[config.mk]
export PLATFORM = sky130hd
export DESIGN_NAME = flow_rule_matcher_flat
export DESIGN_NICKNAME = d
export VERILOG_FILES = /design/src/rtl/flow_rule_matcher_if.sv /design/src/rtl/flow_rule_matcher.sv /design/src/flat_wrapper.sv
export SDC_FILE = /design/constraint.sdc
export NUM_CORES = 2
export LEC_CHECK = 0
export CAP_MARGIN = 20
export CORE_AREA = 2 2 324 454
export CTS_CLUSTER_DIAMETER = 40
export DETAILED_ROUTE_END_ITERATION = 10
export DIE_AREA = 0 0 326 456
export GPL_ROUTABILITY_DRIVEN = 0
export PLACE_DENSITY = 0.69
export RECOVER_POWER = 50
export SLEW_MARGIN = 20
export SYNTH_ARGS = -nofsm -noshare
export SYNTH_HDL_FRONTEND = slang
export SYNTH_SLANG_ARGS = --single-unit
[constraint.sdc]
create_clock -name clk -period 9.9 [get_ports clk]
set_clock_uncertainty 0.05 [all_clocks]
set_input_delay 0.99 -clock clk [delete_from_list [all_inputs] [get_ports clk]]
set_output_delay 0.99 -clock clk [all_outputs]
set_load 0.02 [all_outputs]
[src/rtl/flow_rule_matcher_if.sv]
`default_nettype none
// ============================================================================
//  Module  : flow_rule_matcher_if
//  Brief   : Verdict channel from the flow rule matcher to the forwarding
//            stage (valid/ready handshake with status, rule index, action).
//  Rev     : 1.0  initial release
// ============================================================================
interface flow_rule_matcher_if #(
    parameter int IDX_W = 3
);
    logic             res_valid;
    logic             res_ready;
    logic [1:0]       res_status;
    logic [IDX_W-1:0] res_rule_idx;
    logic             res_action;

    // Matcher side: produces the verdict, observes ready.
    modport master (
        output res_valid,
        output res_status,
        output res_rule_idx,
        output res_action,
        input  res_ready
    );

    // Forwarding-stage side: consumes the verdict.
    modport slave (
        input  res_valid,
        input  res_status,
        input  res_rule_idx,
        input  res_action,
        output res_ready
    );
endinterface
`default_nettype wire

[src/rtl/flow_rule_matcher.sv]
`default_nettype none
// ============================================================================
//  Module  : flow_rule_matcher
//  Brief   : Captures a parsed IPv4 5-tuple and walks a programmable rule
//            table one entry per cycle, lowest index first, returning the
//            first-match action. Bad packets bypass the search.
//  Rev     : 1.0  initial release
// ============================================================================
module flow_rule_matcher #(
    parameter int   NUM_RULES      = 8,
    parameter int   IDX_W          = $clog2(NUM_RULES),
    parameter logic DEFAULT_ACTION = 1'b1
) (
    input  wire logic              clk,
    input  wire logic              rst_n,
    // parsed packet tuple
    input  wire logic [31:0]       src_ip,
    input  wire logic [31:0]       dst_ip,
    input  wire logic [15:0]       src_port,
    input  wire logic [15:0]       dst_port,
    input  wire logic              is_tcp,
    input  wire logic              is_udp,
    input  wire logic              checksum_ok,
    input  wire logic              parser_done,
    input  wire logic              parser_error,
    // rule table programming
    input  wire logic              cfg_we,
    input  wire logic [IDX_W-1:0]  cfg_idx,
    input  wire logic              cfg_en,
    input  wire logic [31:0]       cfg_src_ip,
    input  wire logic [31:0]       cfg_src_mask,
    input  wire logic [31:0]       cfg_dst_ip,
    input  wire logic [31:0]       cfg_dst_mask,
    input  wire logic              cfg_port_any,
    input  wire logic [15:0]       cfg_port_lo,
    input  wire logic [15:0]       cfg_port_hi,
    input  wire logic [1:0]        cfg_proto,
    input  wire logic              cfg_action,
    // verdict channel
    flow_rule_matcher_if.master    res,
    // status
    output logic                   busy,
    output logic [15:0]            drop_cnt
);

    localparam logic [1:0]       C_ST_MISS     = 2'd0;
    localparam logic [1:0]       C_ST_HIT      = 2'd1;
    localparam logic [1:0]       C_ST_BAD      = 2'd2;
    localparam logic [1:0]       C_PROTO_ANY   = 2'd0;
    localparam logic [1:0]       C_PROTO_TCP   = 2'd1;
    localparam logic [1:0]       C_PROTO_UDP   = 2'd2;
    localparam logic [IDX_W-1:0] C_LAST_IDX    = IDX_W'(NUM_RULES - 1);
    localparam logic [31:0]      C_NUM_RULES_U = 32'(NUM_RULES);

    typedef enum logic [1:0] {
        S_IDLE   = 2'd0,
        S_SEARCH = 2'd1,
        S_RESULT = 2'd2
    } state_t;

    state_t r_state;
    state_t w_state_nxt;

    // rule table
    logic        r_rule_en     [NUM_RULES];
    logic [31:0] r_rule_src_ip [NUM_RULES];
    logic [31:0] r_rule_src_msk[NUM_RULES];
    logic [31:0] r_rule_dst_ip [NUM_RULES];
    logic [31:0] r_rule_dst_msk[NUM_RULES];
    logic        r_rule_any    [NUM_RULES];
    logic [15:0] r_rule_lo     [NUM_RULES];
    logic [15:0] r_rule_hi     [NUM_RULES];
    logic [1:0]  r_rule_proto  [NUM_RULES];
    logic        r_rule_action [NUM_RULES];

    // latched tuple
    logic [31:0] r_src_ip;
    logic [31:0] r_dst_ip;
    logic [15:0] r_dst_port;
    logic        r_is_tcp;
    logic        r_is_udp;

    // search pointer and verdict
    logic [IDX_W-1:0] r_idx;
    logic [1:0]       r_status;
    logic [IDX_W-1:0] r_rule_idx;
    logic             r_action;
    logic [15:0]      r_drop_cnt;

    logic [IDX_W-1:0] w_idx_nxt;
    logic [1:0]       w_status_nxt;
    logic [IDX_W-1:0] w_rule_idx_nxt;
    logic             w_action_nxt;
    logic             w_load;

    logic w_capture;
    logic w_drop;
    logic w_bad;
    logic w_cfg_in_range;
    logic w_proto_ok;
    logic w_port_ok;
    logic w_addr_ok;
    logic w_rule_hit;
    logic w_unused_src_port;

    // The L4 source port is part of the parser tuple but plays no role in matching.
    assign w_unused_src_port = ^src_port;

    // A new packet is taken when idle, or when the pending verdict is consumed.
    assign w_capture      = parser_done &&
                            ((r_state == S_IDLE) || ((r_state == S_RESULT) && res.res_ready));
    assign w_drop         = parser_done && !w_capture;
    assign w_bad          = parser_error || !checksum_ok;
    assign w_cfg_in_range = ({{(32-IDX_W){1'b0}}, cfg_idx} < C_NUM_RULES_U);

    // Evaluate the entry under the search pointer against the latched tuple.
    always_comb begin
        w_proto_ok = 1'b0;
        case (r_rule_proto[r_idx])
            C_PROTO_ANY: w_proto_ok = 1'b1;
            C_PROTO_TCP: w_proto_ok = r_is_tcp;
            C_PROTO_UDP: w_proto_ok = r_is_udp;
            default:     w_proto_ok = 1'b0;
        endcase
        // An inverted range (lo > hi) can never satisfy both bounds.
        w_port_ok  = r_rule_any[r_idx] ||
                     ((r_is_tcp || r_is_udp) &&
                      (r_dst_port >= r_rule_lo[r_idx]) &&
                      (r_dst_port <= r_rule_hi[r_idx]));
        w_addr_ok  = (((r_src_ip ^ r_rule_src_ip[r_idx]) & r_rule_src_msk[r_idx]) == 32'd0) &&
                     (((r_dst_ip ^ r_rule_dst_ip[r_idx]) & r_rule_dst_msk[r_idx]) == 32'd0);
        w_rule_hit = r_rule_en[r_idx] && w_addr_ok && w_proto_ok && w_port_ok;
    end

    // Next-state and verdict selection; a capture overrides everything else.
    always_comb begin
        w_state_nxt    = r_state;
        w_idx_nxt      = r_idx;
        w_status_nxt   = r_status;
        w_rule_idx_nxt = r_rule_idx;
        w_action_nxt   = r_action;
        w_load         = 1'b0;
        case (r_state)
            S_IDLE: begin
                w_state_nxt = S_IDLE;
            end
            S_SEARCH: begin
                if (w_rule_hit) begin
                    w_state_nxt    = S_RESULT;
                    w_status_nxt   = C_ST_HIT;
                    w_rule_idx_nxt = r_idx;
                    w_action_nxt   = r_rule_action[r_idx];
                end else if (r_idx == C_LAST_IDX) begin
                    w_state_nxt    = S_RESULT;
                    w_status_nxt   = C_ST_MISS;
                    w_rule_idx_nxt = '0;
                    w_action_nxt   = DEFAULT_ACTION;
                end else begin
                    w_idx_nxt = r_idx + 1'b1;
                end
            end
            S_RESULT: begin
                if (res.res_ready) begin
                    w_state_nxt = S_IDLE;
                end
            end
            default: begin
                w_state_nxt = S_IDLE;
            end
        endcase
        if (w_capture) begin
            w_load    = 1'b1;
            w_idx_nxt = '0;
            if (w_bad) begin
                w_state_nxt    = S_RESULT;
                w_status_nxt   = C_ST_BAD;
                w_rule_idx_nxt = '0;
                w_action_nxt   = 1'b0;
            end else begin
                w_state_nxt = S_SEARCH;
            end
        end
    end

    // State register.
    always_ff @(posedge clk or negedge rst_n) begin
        if (!rst_n) begin
            r_state <= S_IDLE;
        end else begin
            r_state <= w_state_nxt;
        end
    end

    // Tuple latch, search pointer and verdict registers.
    always_ff @(posedge clk or negedge rst_n) begin
        if (!rst_n) begin
            r_src_ip   <= '0;
            r_dst_ip   <= '0;
            r_dst_port <= '0;
            r_is_tcp   <= 1'b0;
            r_is_udp   <= 1'b0;
            r_idx      <= '0;
            r_status   <= C_ST_MISS;
            r_rule_idx <= '0;
            r_action   <= 1'b0;
        end else begin
            if (w_load) begin
                r_src_ip   <= src_ip;
                r_dst_ip   <= dst_ip;
                r_dst_port <= dst_port;
                r_is_tcp   <= is_tcp;
                r_is_udp   <= is_udp;
            end
            r_idx      <= w_idx_nxt;
            r_status   <= w_status_nxt;
            r_rule_idx <= w_rule_idx_nxt;
            r_action   <= w_action_nxt;
        end
    end

    // Rule table writes; accepted in any state, out-of-range indices ignored.
    always_ff @(posedge clk or negedge rst_n) begin
        if (!rst_n) begin
            for (int i = 0; i < NUM_RULES; i++) begin
                r_rule_en[i]      <= 1'b0;
                r_rule_src_ip[i]  <= '0;
                r_rule_src_msk[i] <= '0;
                r_rule_dst_ip[i]  <= '0;
                r_rule_dst_msk[i] <= '0;
                r_rule_any[i]     <= 1'b0;
                r_rule_lo[i]      <= '0;
                r_rule_hi[i]      <= '0;
                r_rule_proto[i]   <= '0;
                r_rule_action[i]  <= 1'b0;
            end
        end else if (cfg_we && w_cfg_in_range) begin
            r_rule_en[cfg_idx]      <= cfg_en;
            r_rule_src_ip[cfg_idx]  <= cfg_src_ip;
            r_rule_src_msk[cfg_idx] <= cfg_src_mask;
            r_rule_dst_ip[cfg_idx]  <= cfg_dst_ip;
            r_rule_dst_msk[cfg_idx] <= cfg_dst_mask;
            r_rule_any[cfg_idx]     <= cfg_port_any;
            r_rule_lo[cfg_idx]      <= cfg_port_lo;
            r_rule_hi[cfg_idx]      <= cfg_port_hi;
            r_rule_proto[cfg_idx]   <= cfg_proto;
            r_rule_action[cfg_idx]  <= cfg_action;
        end
    end

    // Saturating count of packets refused because the block was occupied.
    always_ff @(posedge clk or negedge rst_n) begin
        if (!rst_n) begin
            r_drop_cnt <= '0;
        end else if (w_drop && (r_drop_cnt != 16'hFFFF)) begin
            r_drop_cnt <= r_drop_cnt + 16'd1;
        end
    end

    assign res.res_valid    = (r_state == S_RESULT);
    assign res.res_status   = r_status;
    assign res.res_rule_idx = r_rule_idx;
    assign res.res_action   = r_action;
    assign busy             = (r_state != S_IDLE);
    assign drop_cnt         = r_drop_cnt;

endmodule
`default_nettype wire

[src/flat_wrapper.sv]
// flat-port wrapper written by rule: the top's interface ports become plain ports
module flow_rule_matcher_flat 
#(
    parameter int   NUM_RULES      = 8,
    parameter int   IDX_W          = $clog2(NUM_RULES),
    parameter logic DEFAULT_ACTION = 1'b1
)
  (clk, rst_n, src_ip, dst_ip, src_port, dst_port, is_tcp, is_udp, checksum_ok, parser_done, parser_error, cfg_we, cfg_idx, cfg_en, cfg_src_ip, cfg_src_mask, cfg_dst_ip, cfg_dst_mask, cfg_port_any, cfg_port_lo, cfg_port_hi, cfg_proto, cfg_action, busy, drop_cnt, res_res_valid, res_res_status, res_res_rule_idx, res_res_action, res_res_ready);
  flow_rule_matcher_if #(.IDX_W(IDX_W)) res_i ();
  input  wire logic clk;
  input  wire logic rst_n;
  input  wire logic [31:0] src_ip;
  input  wire logic [31:0] dst_ip;
  input  wire logic [15:0] src_port;
  input  wire logic [15:0] dst_port;
  input  wire logic is_tcp;
  input  wire logic is_udp;
  input  wire logic checksum_ok;
  input  wire logic parser_done;
  input  wire logic parser_error;
  input  wire logic cfg_we;
  input  wire logic [IDX_W-1:0] cfg_idx;
  input  wire logic cfg_en;
  input  wire logic [31:0] cfg_src_ip;
  input  wire logic [31:0] cfg_src_mask;
  input  wire logic [31:0] cfg_dst_ip;
  input  wire logic [31:0] cfg_dst_mask;
  input  wire logic cfg_port_any;
  input  wire logic [15:0] cfg_port_lo;
  input  wire logic [15:0] cfg_port_hi;
  input  wire logic [1:0] cfg_proto;
  input  wire logic cfg_action;
  output logic busy;
  output logic [15:0] drop_cnt;
  output wire logic [$bits(res_i.res_valid)-1:0] res_res_valid;
  output wire logic [$bits(res_i.res_status)-1:0] res_res_status;
  output wire logic [$bits(res_i.res_rule_idx)-1:0] res_res_rule_idx;
  output wire logic [$bits(res_i.res_action)-1:0] res_res_action;
  input wire logic [$bits(res_i.res_ready)-1:0] res_res_ready;
  assign res_res_valid = res_i.res_valid;
  assign res_res_status = res_i.res_status;
  assign res_res_rule_idx = res_i.res_rule_idx;
  assign res_res_action = res_i.res_action;
  assign res_i.res_ready = res_res_ready;
  flow_rule_matcher #(.NUM_RULES(NUM_RULES), .IDX_W(IDX_W), .DEFAULT_ACTION(DEFAULT_ACTION)) u_core (.clk(clk), .rst_n(rst_n), .src_ip(src_ip), .dst_ip(dst_ip), .src_port(src_port), .dst_port(dst_port), .is_tcp(is_tcp), .is_udp(is_udp), .checksum_ok(checksum_ok), .parser_done(parser_done), .parser_error(parser_error), .cfg_we(cfg_we), .cfg_idx(cfg_idx), .cfg_en(cfg_en), .cfg_src_ip(cfg_src_ip), .cfg_src_mask(cfg_src_mask), .cfg_dst_ip(cfg_dst_ip), .cfg_dst_mask(cfg_dst_mask), .cfg_port_any(cfg_port_any), .cfg_port_lo(cfg_port_lo), .cfg_port_hi(cfg_port_hi), .cfg_proto(cfg_proto), .cfg_action(cfg_action), .res(res_i), .busy(busy), .drop_cnt(drop_cnt));
endmodule
# Word level (Yosys, flattened, before mapping)
# Index checks and enable logic that the tools add are counted.
# totals
register_bits	1429
out_inout_bits	24
elab_cells	214
# classes
add_sub_neg	2
magnitude_cmp	5
n_eq_ne	10
muxes	75
bitwise_logic	6
reduce_logical	25
# ops
cell	n
256-bit bitwise mux	4
32-bit binary-select mux with 3-bit select	4
32-bit 2-to-1 mux	9
128-bit bitwise mux	2
16-bit binary-select mux with 3-bit select	2
32-bit demux with 3-bit select	1
16-bit 2-to-1 mux	5
32-bit bitwise AND	2
32-bit zero test	2
32-bit XOR	2
16-bit demux with 3-bit select	1
3-bit 2-to-1 mux	9
2-bit 2-to-1 mux	13
8-bit bitwise mux	3
16-bit by 1-bit adder with 16-bit output (second input constant)	1
16-bit bitwise mux	1
16-bit greater-or-equal comparator	1
16-bit <= comparator	1
16-bit inequality test (second input constant)	1
1-bit 2-to-1 mux	13
1-bit logical AND	11
1-bit binary-select mux with 3-bit select	3
4-bit greater-or-equal comparator (second input constant)	2
3-bit inverter with 4-bit output	2
19 further kinds	28

# Depth between registers and ports, before layout
# depth
depth_word	15
mapped_depth	20
ltp_nobuf	13

# Least setup slack after synthesis
# OpenSTA, ideal clock, no wires.
# synth_path
path_kind	reg-to-reg
startpoint	register u_core.r_idx[0]
endpoint	register u_core.r_action, in the netlist u_core.res.res_action
setup_time_ns	0.079
arrival_ns	4.936
t_required_ns	9.771
slack_ns	4.834
path_stages_with_launch	21
synth_period_minus_slack_ns	5.066
path_cell_list	dfrtp_1 > buf_6 > buf_6 > buf_4 > buf_4 > buf_4 > buf_2 > buf_2 > buf_2 > mux4_2 > mux2i_1 > ha_1 > a21o_1 > a21o_1 > a21oi_1 > o21a_1 > nor2_1 > o221a_2 > a311o_1 > nor4_4 > mux2i_1
# synth_between
elab_chain_cells	15
# synth_rtl
item	line_no	source
from (decl)	flow_rule_matcher.sv:84	logic [IDX_W-1:0] r_idx;
from (signal assigned)	flow_rule_matcher.sv:214	r_idx <= w_idx_nxt;
branches (longest 11 deep; another with 16-bit greater-or-equal comparator)	--	
1-bit 2-to-1 mux *	flow_rule_matcher.sv:148	if (w_rule_hit) begin
1-bit 2-to-1 mux *	flow_rule_matcher.sv:143	case (r_state)
1-bit 2-to-1 mux	flow_rule_matcher.sv:174	if (w_bad) begin
1-bit 2-to-1 mux *	flow_rule_matcher.sv:171	if (w_capture) begin
via u_core.w_action_nxt	flow_rule_matcher.sv:93	logic w_action_nxt;
to (signal assigned)	flow_rule_matcher.sv:217	r_action <= w_action_nxt;
to (decl)	flow_rule_matcher.sv:87	logic r_action;
# Mark *: on every way through the listed nets, which the timed path passes. The select of a mux whose other input is x is not followed.
# A chain may end at the register's enable or synchronous reset.

# Worst setup path in the final report
# layout_path
startpoint	input cfg_idx[0]
endpoint	register u_core.r_rule_src_ip[164] in the netlist's numbering
# layout_between
elab_chain_cells	6
# layout_rtl
item	line_no	source
from (decl)	flat_wrapper.sv:22	input wire logic [IDX_W-1:0] cfg_idx;
3-bit inverter with 4-bit output (implied by the code) *	flow_rule_matcher.sv:238	r_rule_src_ip[cfg_idx] <= cfg_src_ip;
4-bit greater-or-equal comparator (implied by the code) / 4-bit by 1-bit < comparator with 1-bit output (equally long branches)	flow_rule_matcher.sv:238	
1-bit logical AND (implied by the code)	flow_rule_matcher.sv:238	
32-bit 2-to-1 mux (implied by the code)	flow_rule_matcher.sv:238	
32-bit demux with 3-bit select *	flow_rule_matcher.sv:238	
256-bit bitwise mux *	flow_rule_matcher.sv:238	
to (signal, indexed assignment)	flow_rule_matcher.sv:238	
to (decl)	flow_rule_matcher.sv:66	logic [31:0] r_rule_src_ip [NUM_RULES];
# Every way passes the cells marked *; elsewhere a longest branch is shown, timed or not.

==> results.sh <==
export IMPL_status="finished, violations left"
export IMPL_failed_checks="max-capacitance violations, max-slew violations"
export IMPL_grt_usage_pct=22.9
export IMPL_hold_class="in -> async"
export IMPL_cts_buffers=164
export IMPL_vias_per_cell=5.67
export IMPL_slew_viol_final=384
export IMPL_num_io_pins=297
export IMPL_startpoint="cfg_idx[0]"
export IMPL_multi_input_area_um2=27600
export IMPL_maxCapViolations=7
export IMPL_final_period_utilization_pct=59.9
export IMPL_busiest_layer="met2"
export IMPL_seq_area_um2=35800
export IMPL_grt_overflow=0
export IMPL_worstPathRequired_ns=10.53
export IMPL_placementRows=165
export IMPL_drc_errors=0
export IMPL_final_common_cell="dfrtp_1"
export IMPL_fin_hold_ws_ns=0.157
export IMPL_cts_sinks=1429
export IMPL_die_w_um=326
export IMPL_r2r_start="u_core.r_idx[0]"
export IMPL_grt_start_max_net_pins=179
export IMPL_fin_nets=5130
export IMPL_synth_nets=4927
export IMPL_cp_end_kind="flip-flop"
export IMPL_seq_area_frac_synth_pct=55.2
export IMPL_worstSetupStartpointType="primary input"
export IMPL_netlist_area_um2=64800
export IMPL_vias=39022
export IMPL_postLayoutCellArea_um2=74900
export IMPL_yosys_most_used_dff="dfrtp_1"
export IMPL_cts_tree="done"
export IMPL_cp_arrival_ns=6.57
export IMPL_post_dp_cell_area_um2=69300
export IMPL_drt_wl_total_um=170000
export IMPL_core_area_um2=144000
export IMPL_clk_path_buf_depth=3
export IMPL_met3_usage_pct=4.08
export IMPL_tightest_slew_ns=4.14
export IMPL_fill_cells=12148
export IMPL_place_ws_ns=4.70
export IMPL_ys_ff_latch=1429
export IMPL_setup_viol=0
export IMPL_met1_usage_pct=29.8
export IMPL_die_y_um=456
export IMPL_grt_pass1_vias=41382
export IMPL_ant_nets=0
export IMPL_path_class="in -> reg"
export IMPL_dieArea_um2=149000
export IMPL_clk_latency_ns=0.81
export IMPL_async_flop_share_pct=100
export IMPL_io_buffer_count=280
export IMPL_dp_final_hpwl_um=106000
export IMPL_clk_pin_slew_worst_paths_ns=0.06
export IMPL_ys_types=80
export IMPL_wire_per_inst_um=24.7
export IMPL_layout_drive_gt1_share_pct=36.0
export IMPL_synth_edf_count=0
export IMPL_cts_hold_buf=0
export IMPL_start_util_pct=44.9
export IMPL_yosys_warnings=0
export IMPL_grt_use_met2_pct=39.1
export IMPL_worstPathMaxFanout=62
export IMPL_min_period_ns=5.93
export IMPL_final_cell_mix="dfrtp_1 (1426), mux2_2 (1343), xor2_1 (325)"
export IMPL_relSlewSlack_pct=-176
export IMPL_p_leak_nw=32.1
export IMPL_fin_setup_tns_ns=0
export IMPL_hold_violations=0
export IMPL_fmax_mhz=169
export IMPL_post_cts_buffers=0
export IMPL_root_buffer="clkbuf_16"
export IMPL_synthCells=4619
export IMPL_syn_avg_cell_area_um2=14.0
export IMPL_cts_resized=0
export IMPL_drt_iter0_drc=2285
export IMPL_layout_setup_ws_ns=3.97
export IMPL_syn_to_final_growth_pct=15.6
export IMPL_rsz0062_at_grt="false"
export IMPL_powerDensity_nw_per_um2=258
export IMPL_htreeDepth=4
export IMPL_drt_pass1_iter_count=8
export IMPL_antenna_found_initial=33
export IMPL_grt_pass1_wl_um=260000
export IMPL_peakVddDrop_mv=0.206
kinds of logic (layout without fill, tap and decap cells):
logic type | after synthesis | count (layout) | share of synthesized area [%]
buffers and inverters | 324 | 664 | 2.27
adder cells (fa/ha/maj) | 35 | 35 | 0.676
other | 0 | 2 | 0
multiplexers | 1593 | 1593 | 29.2
flip-flops | 1429 | 1429 | 55.2
AO/OA/AOI/OAI | 311 | 311 | 3.73
XOR/XNOR | 362 | 362 | 4.89
AND/OR/NAND/NOR | 565 | 565 | 4.01
registers in the layout, summed over array words and instances (netlist names), 32 cells and up:
name	cells
u_core.r_rule_dst_msk	256
u_core.r_rule_hi	128
u_core.r_rule_lo	128
u_core.r_rule_src_msk	256
u_core.r_src_ip	32
u_core.r_rule_dst_ip	256
u_core.r_dst_ip	32
u_core.r_rule_src_ip	256
layout make-up:
type	instances	area share [%]
antenna	2	0.00668
tap	1920	3.21
clock inverter	84	1.41
timing repair buffer	335	4.53
inverter	26	0.130
multi-input combinational	2866	36.8
sequential	1429	47.8
clock buffer	219	6.14
power by group:
part	internal, W	switching, W	total, W
Sequential	0.00715	0.00104	0.00818
Combinational	0.00249	0.00241	0.00490
Clock	0.00366	0.00258	0.00624
Total	0.0133	0.00602	0.0193
cell usage after synthesis, drive strengths merged (34+ instances only):
master / n / area share (%)
buf: 78 / 0.84
dfrtp: 1429 / 55
xor2: 325 / 4.4
a22oi: 34 / 0.39
a222oi: 35 / 0.54
clkbuf: 220 / 1.3
ha: 35 / 0.68
xnor2: 37 / 0.50
nand2: 306 / 1.8
nor2: 58 / 0.34
mux2i: 146 / 2.3
mux4: 104 / 3.6
mux2: 1343 / 23
nand3: 66 / 0.51
a21oi: 37 / 0.29
a221oi: 50 / 0.68
worst paths after layout:
check                                             endpoint  slack (ns)  depth (start not counted)
worst max-delay path             u_core.r_rule_src_ip[164]        3.97                          6
max in group asynchronous       u_core.r_rule_src_msk[148]        5.10                          3
worst max register to register  u_core.res.res_rule_idx[2]        4.77                         13
worst min register to register             u_core.r_is_udp        0.44                          2
worst min-delay path              u_core.r_rule_dst_ip[84]        0.16                          1
min in group clk                           u_core.r_is_udp        0.44                          2
critical path: stages:
cell and delay, ns:
dlygate4sd3_1 0.60, nand2b_1 0.20, nor3b_1 0.19, clkbuf_1 2.92, buf_4 1.05, mux2_2 0.42
metrics by stage:
stage	util (%)	total power (W)	instances
6_report	51.9	0.0193	6881
5_1_grt	51.9	0.0203	6881
4_1_cts	51.9	0.0195	6878
3_5_place_dp	48.0	0.0132	6575
3_3_place_gp	48.0	0.0130	6575
2_1_floorplan	-	0.0115	4619
metal layers:
layer	up-vias	wire length, um
met5	-	161
met4	26	4880
met3	297	6650
met2	723	85300
met1	20818	73200
li1	17158	-
(Power assumes the default switching activity.)
